--- config.mk ---
export PLATFORM = sky130hd
export DESIGN_NAME = com_sync_fifo_flex
export DESIGN_NICKNAME = d
export VERILOG_FILES = /design/src/rtl/com_fifo_pkg.sv /design/src/rtl/com_fifo_ptr.sv /design/src/rtl/com_sync_fifo_flex.sv
export SDC_FILE = /design/constraint.sdc
export NUM_CORES = 1
export LEC_CHECK = 0
export CAP_MARGIN = 20
export CELL_PAD_IN_SITES_DETAIL_PLACEMENT = 1
export CELL_PAD_IN_SITES_GLOBAL_PLACEMENT = 1
export CORE_UTILIZATION = 41
export DETAILED_ROUTE_END_ITERATION = 10
export PLACE_DENSITY = 0.81
export SLEW_MARGIN = 20
export SYNTH_ARGS = -nofsm -noshare
export SYNTH_HDL_FRONTEND = slang
export SYNTH_SLANG_ARGS = --single-unit
--- constraint.sdc ---
create_clock -name clk -period 2.86 [get_ports clk]
set_input_delay 0.572 -clock clk [delete_from_list [all_inputs] [get_ports clk]]
set_output_delay 0.572 -clock clk [all_outputs]
set_load 0.005 [all_outputs]
--- src/rtl/com_fifo_pkg.sv ---
// Shared constants and helpers for the com_* FIFO family.
package com_fifo_pkg;

    // Read-latency encodings for the RD_LAT parameter.
    localparam int RD_SHOWAHEAD = 0;
    localparam int RD_REG       = 1;

    // Width needed to hold a count from 0 up to and including depth.
    function automatic int cnt_width(input int depth);
        return $clog2(depth + 1);
    endfunction

endpackage : com_fifo_pkg

--- src/rtl/com_fifo_ptr.sv ---
// One wrap-and-phase FIFO pointer: an index in 0..DEPTH-1 plus a phase bit
// that toggles on every wrap, so equal indices can be told apart as full/empty.
module com_fifo_ptr #(
    parameter int DEPTH = 4,
    parameter int IW    = $clog2(DEPTH)
) (
    input  logic          clk,
    input  logic          rst_n,
    input  logic          clr_i,
    input  logic          inc_i,
    output logic [IW-1:0] idx_o,
    output logic          phase_o,
    output logic [IW-1:0] idx_nxt_o,
    output logic          phase_nxt_o
);

    logic [IW-1:0] idx_q, idx_d;
    logic          phase_q, phase_d;

    // Next pointer: clear wins, otherwise advance and wrap at DEPTH-1.
    // NOTE: defaults first so every path assigns idx_d/phase_d; this keeps the
    // block purely combinational (blocking '=') with no inferred latch.
    always_comb begin
        idx_d   = idx_q;
        phase_d = phase_q;
        if (clr_i) begin
            idx_d   = '0;
            phase_d = 1'b0;
        end else if (inc_i) begin
            if (idx_q == IW'(DEPTH - 1)) begin
                idx_d   = '0;
                phase_d = ~phase_q;
            end else begin
                idx_d = idx_q + 1'b1;
            end
        end
    end

    // Pointer state register.
    // NOTE: state registers use non-blocking '<=' so all flops update together.
    always_ff @(posedge clk or negedge rst_n) begin
        if (!rst_n) begin
            idx_q   <= '0;
            phase_q <= 1'b0;
        end else begin
            idx_q   <= idx_d;
            phase_q <= phase_d;
        end
    end

    assign idx_o       = idx_q;
    assign phase_o     = phase_q;
    assign idx_nxt_o   = idx_d;
    assign phase_nxt_o = phase_d;

endmodule : com_fifo_ptr

--- src/rtl/com_sync_fifo_flex.sv ---
// Single-clock FIFO with arbitrary depth, selectable show-ahead or registered
// read, registered status flags/counts and sticky overflow/underflow flags.
module com_sync_fifo_flex
    import com_fifo_pkg::*;
#(
    parameter int DW     = 8,
    parameter int DEPTH  = 4,
    parameter int RD_LAT = RD_SHOWAHEAD,
    parameter int AF_LVL = DEPTH - 1,
    parameter int AE_LVL = 1,
    parameter int CW     = cnt_width(DEPTH)
) (
    input  logic          clk,
    input  logic          rst_n,
    input  logic          clear,
    input  logic          wr_en,
    input  logic [DW-1:0] wr_data,
    output logic          wr_full,
    output logic          wr_afull,
    input  logic          rd_en,
    output logic [DW-1:0] rd_data,
    output logic          rd_valid,
    output logic          rd_empty,
    output logic          rd_aempty,
    output logic [CW-1:0] used_cnt,
    output logic [CW-1:0] free_cnt,
    output logic          ovf,
    output logic          udf
);

    localparam int IW = $clog2(DEPTH);

    if (DEPTH < 2) begin : g_chk_depth
        $error("com_sync_fifo_flex: DEPTH must be at least 2");
    end
    if (AF_LVL > DEPTH) begin : g_chk_af
        $error("com_sync_fifo_flex: AF_LVL must not exceed DEPTH");
    end
    if (AE_LVL >= DEPTH) begin : g_chk_ae
        $error("com_sync_fifo_flex: AE_LVL must be below DEPTH");
    end
    if (RD_LAT != RD_SHOWAHEAD && RD_LAT != RD_REG) begin : g_chk_lat
        $error("com_sync_fifo_flex: RD_LAT must be 0 or 1");
    end

    logic [DW-1:0] mem_q [DEPTH];

    logic [IW-1:0] widx, widx_nxt, ridx, ridx_nxt;
    logic          wph, wph_nxt, rph, rph_nxt;
    logic          wr_acc, rd_acc;

    logic          full_q, empty_q, afull_q, aempty_q, ovf_q, udf_q;
    logic          full_d, empty_d, afull_d, aempty_d, ovf_d, udf_d;
    logic [CW-1:0] used_q, used_d, free_q, free_d;

    // Accept decisions use the flags as they stand before this edge.
    assign wr_acc = wr_en && !full_q  && !clear;
    assign rd_acc = rd_en && !empty_q && !clear;

    com_fifo_ptr #(.DEPTH(DEPTH), .IW(IW)) u_wr_ptr (
        .clk         (clk),
        .rst_n       (rst_n),
        .clr_i       (clear),
        .inc_i       (wr_acc),
        .idx_o       (widx),
        .phase_o     (wph),
        .idx_nxt_o   (widx_nxt),
        .phase_nxt_o (wph_nxt)
    );

    com_fifo_ptr #(.DEPTH(DEPTH), .IW(IW)) u_rd_ptr (
        .clk         (clk),
        .rst_n       (rst_n),
        .clr_i       (clear),
        .inc_i       (rd_acc),
        .idx_o       (ridx),
        .phase_o     (rph),
        .idx_nxt_o   (ridx_nxt),
        .phase_nxt_o (rph_nxt)
    );

    // Storage write at the write pointer.
    // NOTE: the array has no reset so it maps onto plain RAM; stale entries are
    // never visible because the empty flag and pointers gate every read.
    always_ff @(posedge clk) begin
        if (wr_acc) begin
            mem_q[widx] <= wr_data;
        end
    end

    // Next-state status, computed from post-edge pointers and counts so the
    // registered flags carry no lag cycle.
    always_comb begin
        used_d = used_q;
        if (clear) begin
            used_d = '0;
        end else if (wr_acc && !rd_acc) begin
            used_d = used_q + 1'b1;
        end else if (rd_acc && !wr_acc) begin
            used_d = used_q - 1'b1;
        end

        ovf_d = ovf_q;
        udf_d = udf_q;
        if (clear) begin
            ovf_d = 1'b0;
            udf_d = 1'b0;
        end else begin
            if (wr_en && full_q) ovf_d = 1'b1;
            if (rd_en && empty_q) udf_d = 1'b1;
        end

        full_d   = (widx_nxt == ridx_nxt) && (wph_nxt != rph_nxt);
        empty_d  = (widx_nxt == ridx_nxt) && (wph_nxt == rph_nxt);
        free_d   = CW'(DEPTH) - used_d;
        afull_d  = (used_d >= CW'(AF_LVL));
        aempty_d = (used_d <= CW'(AE_LVL));
    end

    // Status register bank.
    always_ff @(posedge clk or negedge rst_n) begin
        if (!rst_n) begin
            full_q   <= 1'b0;
            empty_q  <= 1'b1;
            afull_q  <= (AF_LVL == 0);
            aempty_q <= 1'b1;
            used_q   <= '0;
            free_q   <= CW'(DEPTH);
            ovf_q    <= 1'b0;
            udf_q    <= 1'b0;
        end else begin
            full_q   <= full_d;
            empty_q  <= empty_d;
            afull_q  <= afull_d;
            aempty_q <= aempty_d;
            used_q   <= used_d;
            free_q   <= free_d;
            ovf_q    <= ovf_d;
            udf_q    <= udf_d;
        end
    end

    if (RD_LAT == RD_SHOWAHEAD) begin : g_showahead
        assign rd_data  = empty_q ? '0 : mem_q[ridx];
        assign rd_valid = ~empty_q;
    end else begin : g_registered
        logic [DW-1:0] rd_data_q;
        logic          rd_valid_q;

        // Registered read: capture the head on an accepted read, hold otherwise.
        always_ff @(posedge clk or negedge rst_n) begin
            if (!rst_n) begin
                rd_data_q  <= '0;
                rd_valid_q <= 1'b0;
            end else if (clear) begin
                rd_data_q  <= '0;
                rd_valid_q <= 1'b0;
            end else begin
                rd_valid_q <= rd_acc;
                if (rd_acc) begin
                    rd_data_q <= mem_q[ridx];
                end
            end
        end

        assign rd_data  = rd_data_q;
        assign rd_valid = rd_valid_q;
    end

    assign wr_full   = full_q;
    assign wr_afull  = afull_q;
    assign rd_empty  = empty_q;
    assign rd_aempty = aempty_q;
    assign used_cnt  = used_q;
    assign free_cnt  = free_q;
    assign ovf       = ovf_q;
    assign udf       = udf_q;

endmodule : com_sync_fifo_flex

==> results of run 1 <==
layer usage:
layer / track usage (%) / up-vias / share of wire, %
met1: 20.9 / 639 / 42
li1: - / 572 / -
met3: 4.55 / 4 / 3.9
met2: 32.3 / 42 / 53
met4: 5.45 / 0 / 0.86
met5: 0 / - / 0
cell usage after synthesis (3+ instances only):
cell,instances,share of area [%]
edfxtp_1,32,44
and3_1,4,1.2
ha_1,10,5.8
dfstp_2,3,3.6
xor2_1,3,1.2
mux2i_1,6,2.8
a21oi_1,4,0.92
mux4_2,8,8.3
nor2_1,15,2.6
xnor2_1,5,2.0
and2_1,8,2.3
dfrtp_1,14,16
inv_1,8,1.4
through the flow:
step | utilization, % | total power, mW | std cells
floorplan | - | 1.07 | 141
global placement | 50.4 | 1.24 | 241
detailed placement | 50.4 | 1.27 | 241
CTS | 52.4 | 1.74 | 248
global route | 52.4 | 1.81 | 248
finish | 52.4 | 1.73 | 248
cells by family after synthesis:
group | after synthesis | synth area share, %
DFF | 49 | 64.0
and+or+nand+nor | 38 | 9.38
muxes | 16 | 12.3
buffers and inverters | 13 | 2.82
adders and majority gates | 10 | 5.76
xor gates and xnor gates | 8 | 3.22
AOI/OAI and AO/OA | 7 | 2.59
sequential cells by signal, indices dropped and copies added (netlist names), 2 cells and up:
signal	cells
mem_q	32
free_cnt	3
u_rd_ptr.idx_o	2
used_cnt	2
u_wr_ptr.idx_o	2
final cells by class:
cell class	instances	area (sq um)
Clock buffer	5	68.8
Clock inverter	2	35.0
Fill cell	515	2430
Inverter	8	30.0
Multi-Input combinational cell	79	722
Sequential cell	49	1390
Tap cell	70	87.6
Timing Repair Buffer	35	345
how the worst min path moves through the flow:
stage | startpoint | end | slack (ns)
2_1_floorplan | rst_n | free_cnt[0]$_DFF_PN0_ | 0.28
3_3_place_gp | ovf$_DFFE_PN0P_ | ovf$_DFFE_PN0P_ | 0.48
3_5_place_dp | udf$_DFFE_PN0P_ | udf$_DFFE_PN0P_ | 0.49
4_1_cts | udf$_DFFE_PN0P_ | udf$_DFFE_PN0P_ | 0.51
5_1_grt | udf$_DFFE_PN0P_ | udf$_DFFE_PN0P_ | 0.56
6_report | udf$_DFFE_PN0P_ | udf$_DFFE_PN0P_ | 0.50
worst max-delay path: cells and delay by family (launching register included):
family	cells	cell delay, ns
flip-flops	1	0.43
multiplexers	1	0.51
AND/OR/NAND/NOR	1	0.18
buffers and inverters	2	0.69
cells in the final DEF (no fill, tap or decap), drive strengths merged, types with 5 or more instances in the layout:
cell	instances
clkdlybuf4s50	33
clkbuf	5
nor2	15
edfxtp	32
inv	8
mux4	8
and2	9
mux2i	6
dfrtp	14
xnor2	5
ha	10
power by group through the flow:
| stage | Combinational [mW] | Sequential, mW | Clock [mW] |
|---|---|---|---|
| 4_1_cts | 0.397 | 0.860 | 0.484 |
| 2_1_floorplan | 0.202 | 0.864 | 0 |
| 3_3_place_gp | 0.375 | 0.870 | 0 |
| 5_1_grt | 0.430 | 0.866 | 0.510 |
| 6_report | 0.391 | 0.859 | 0.478 |
| 3_5_place_dp | 0.393 | 0.874 | 0 |
==> results.md, run 1 <==
* Max Fclk at 371 MHz
* Design area at roughly 0.0027 sq mm
* Setup TNS at 0 ns
* Cell Area, Placed at 0.00257 sq mm
* Setup crit start kind: flop
* Worst R2R End: rd_aempty$_DFF_PN1_
* # rows at 26
* Number of buffers added for setup after CTS at 0
* Initial core utilization at 42.6%
* Crit Path Class: flop to output port
* Worst-path fanout max at 8
* Post-synth EDFFs at 32
* Reg2Reg Setup Slack at 0.73 ns
* Synth Area per Inst at 15.4 sq um
* WP data arrival at 2.12 ns
* Pint at 1.30 mW
* Number of DRC markers in iteration 0 at 52
* Hpwl dp at 3280 microns
* Synth Instances at 141
* Leakage at about 1.0 nW
* GP Congestion at 0.764
* Nets@finish at 201
* Largest net degree at the start of global routing at 18
* Pwr/cell area at 645 mW/mm^2
* Critical Path Source: u_rd_ptr.idx_o[0]$_DFF_PN0_
* Final WL at 4400 microns
* Via density per instance at 5.07
* Die width at 74.8 microns
* Root buf cell: clkbuf_8
* CTS Sinks at 49
* Slowest stage cell, crit path: mux4_2
* Clock latency on the worst-skew pair at ~0.30 ns
* Tmin final at 2.69 ns
* Worst hold slack at just over 0.5 ns
* Switch Pwr at 0.430 mW
* R2R cell count at 8
* Final Cycle Share at 94.1%
* Worst slew margin at between 40% and 50%
* Area growth, synth to finish at 23.3%
* VDD IR max at 0.000354 V
* Hold crit path type: flop to flop
* CP max stage delay at 0.51 ns
* Synth warn at 0
* Share of layout cells above drive strength 1 at 14.6%
* Unrepaired setup endpoints after global routing: false
* Setup crit end kind: output port
* Switching share of power at 24.9%
* Detailed-route via count at 1257
* Post-synthesis register bit count at 49
* Flop pwr share at 49.7%
* Cell depth of the worst min-delay path at 2
* Worst-path cell chain: buf_4, mux4_2, and2_1, clkdlybuf4s50_1
* Synthesized area at 0.00217 sq mm
* Syn_nets at roughly 160
* Comb pwr share at between 20% and 30%
* Required @ worst endpoint at ~2.3 ns
* Die Span Y at 74.8 microns
* Place WS at 0.0770 ns
* Worst slew pin tran at 0.758 ns
* Clk_skew at 0.00711 ns
* Post_cts resized at 0
* Clk buf depth at 2
* First-pass GRT wire length at 7110 microns
* Fin. max-slew vios at 0
* Initial antenna violation count at 0
* Ant diodes at 0
* Setup WS post-layout at 0.167 ns
* R2r startpoint: free_cnt[0]$_DFF_PN0_
* Residual DRC count at 0
* # IOs at 34
* Number of port buffers at 33
* Total CTS buffers at 5
* H-tree depth at 2
* Seq/Total Area, Yosys at 64.0%
* Unique masters post-synth at 31
* Async SR Flop Fraction at about a third
* Max_cap viols at 0
* Setup crit end: rd_data[5]
* Ys flop type: edfxtp_1
* Overflow after GRT at 0
* Final setup fails at 0
* Die area at 0.00560 sq mm
* Hold Buf Count CTS at 0
* Std-Cell Core Area at 0.00511 sq mm
* Vias in the first global route at 1420
* Wire per inst at between 15 and 20 microns
* Status: finished clean
* Drt pass-1 iters at 4
* Fin. Hold Viols at 0
* Clock-pin slew on the worst setup and hold paths at 0.08 ns
* Post-route ant nets at 0
* Total track usage at 17.9%
* Clock Power Share at around 28%
* CTS tree: done
Power figures use the tool's default switching activity.
==> inputs of run 2 (changes only) <==
Settings changed: GPL_TIMING_DRIVEN set to 0, SKIP_CTS_REPAIR_TIMING set to 1.
==> results.md, run 2 (same netlist as run 1, synthesis figures left out) <==
* # IOs at 34
* Drt pass-1 iters at 4
* WP data arrival at 2.14 ns
* Final Cycle Share at 94.9%
* Worst slew pin tran at 0.797 ns
* Via density per instance at 5.00
* Post-route ant nets at 0
* Clk buf depth at 2
* Vias in the first global route at 1436
* VDD IR max at 0.000294 V
* Root buf cell: clkbuf_8
* Nets@finish at between 200 and 250
* Hold crit path type: flop to flop
* # rows at 26
* Fin. Hold Viols at 0
* Leakage at 1.05 nW
* Ant diodes at 0
* Detailed-route via count at between 1000 and 1500
* Total track usage at 18.1%
* Number of port buffers at 33
* Final setup fails at 0
* Pint at 1.31 mW
* Fin. max-slew vios at 0
* Residual DRC count at 0
* Setup crit start kind: flop
* GP Congestion at 0.791
* Required @ worst endpoint at 2.29 ns
* Worst slew margin at 46.7%
* Total CTS buffers at 5
* Clock latency on the worst-skew pair at roughly 0.30 ns
* Place WS at 0.0748 ns
* Comb pwr share at between 20% and 30%
* Clk_skew at 0.0116 ns
* CTS Sinks at 49
* Die Span Y at 74.8 microns
* Initial antenna violation count at 0
* Clock-pin slew on the worst setup and hold paths at approximately 0.08 ns
* Setup crit end kind: output port
* Switching share of power at 24.7%
* Area growth, synth to finish at 24.2%
* Switch Pwr at 0.430 mW
* Initial core utilization at 42.6%
* Unrepaired setup endpoints after global routing: false
* Slowest stage cell, crit path: mux4_2
* Final WL at around 4500 microns
* Worst-path fanout max at 10
* Die area at 0.00560 sq mm
* Clock Power Share at 27.8%
* Largest register FFs at 32
* Setup TNS at 0 ns
* First-pass GRT wire length at 7220 microns
* Most frequent cells in the layout: 33 x clkdlybuf4s50_1, 32 x edfxtp_1, 15 x nor2_1
* Hpwl dp at 3240 microns
* Overflow after GRT at 0
* CP max stage delay at 0.54 ns
* Flop pwr share at 49.0%
* Crit Path Class: flop to output port
* Die width at 74.8 microns
* Commonest non-fill, non-tap cell in the layout: clkdlybuf4s50_1
* Max_cap viols at 0
* Std-Cell Core Area at ~0.005 sq mm
* Setup WS post-layout at 0.146 ns
* Fillers at around 520
* Status: finished clean
* Pwr/cell area at 645 mW/mm^2
* Tmin final at 2.71 ns
* Largest net degree at the start of global routing at 18
* H-tree depth at 2
* Share of layout cells above drive strength 1 at 15.4%
* CTS tree: done
* Max Fclk at 368 MHz
* Wire per inst at around 18 microns
* Worst-path cell chain: buf_2, mux4_2, and2_1, clkdlybuf4s50_1
* Most flops, register: mem_q
* Number of DRC markers in iteration 0 at 35
* Fin util at 52.9%
[run 2: worst max-delay path, delay by kind of cell (launching register included)]
kind	cells	cell delay [ns]
DFF	1	0.36
and+or+nand+nor	1	0.18
buffers and inverters	2	0.77
muxes	1	0.54
[run 2: per-layer routing]
| layer | global-route usage, % | up-vias | share of wire (%) |
|---|---|---|---|
| met5 | 0 | - | 0 |
| met4 | 5.03 | 0 | 0.98 |
| met3 | 4.95 | 7 | 5.1 |
| met2 | 33.8 | 34 | 53 |
| met1 | 20.1 | 641 | 41 |
| li1 | - | 578 | - |
[run 2: cell type report]
type                       count  area, sq um  share of cell area, %
multi-input combinational     79          722                   26.7
tap                           70         87.6                   3.24
buffer                         5         32.5                   1.20
sequential                    49         1390                   51.5
clock inverter                 2         35.0                   1.30
inverter                       8         30.0                   1.11
clock buffer                   6         72.6                   2.69
timing repair buffer          33          330                   12.2
[run 2: power by group through the flow]
| stage | clock network (mW) | registers [mW] | logic, mW |
|---|---|---|---|
| floorplan | 0 | 0.864 | 0.202 |
| global placement | 0 | 0.863 | 0.386 |
| detailed placement | 0 | 0.869 | 0.405 |
| CTS | 0.501 | 0.855 | 0.413 |
| global route | 0.517 | 0.862 | 0.439 |
| finish | 0.484 | 0.853 | 0.403 |
[run 2: worst paths after layout]
path,from,to,slack [ns],cells past startpoint
max in group asynchronous,rst_n,u_wr_ptr.idx_o[0]$_DFF_PN0_,1.63,1
hold / removal,udf$_DFFE_PN0P_,udf$_DFFE_PN0P_,0.51,2
setup / recovery,u_rd_ptr.idx_o[0]$_DFF_PN0_,rd_data[5],0.15,4
hold reg to reg,udf$_DFFE_PN0P_,udf$_DFFE_PN0P_,0.51,2
setup reg to reg,rd_empty$_DFF_PN1_,rd_aempty$_DFF_PN1_,0.64,9
min in group asynchronous,rst_n,udf$_DFFE_PN0P_,0.73,1
[run 2: metrics by stage]
step	instance area (sq um)	instances	hold slack, ns	power (mW)
final	2700	252	0.511	1.74
after global routing	2700	252	0.559	1.82
after CTS	2700	252	0.520	1.77
after detailed placement	2590	244	0.497	1.27
after global placement	2590	244	0.482	1.25
after floorplan	2170	141	0.276	1.07
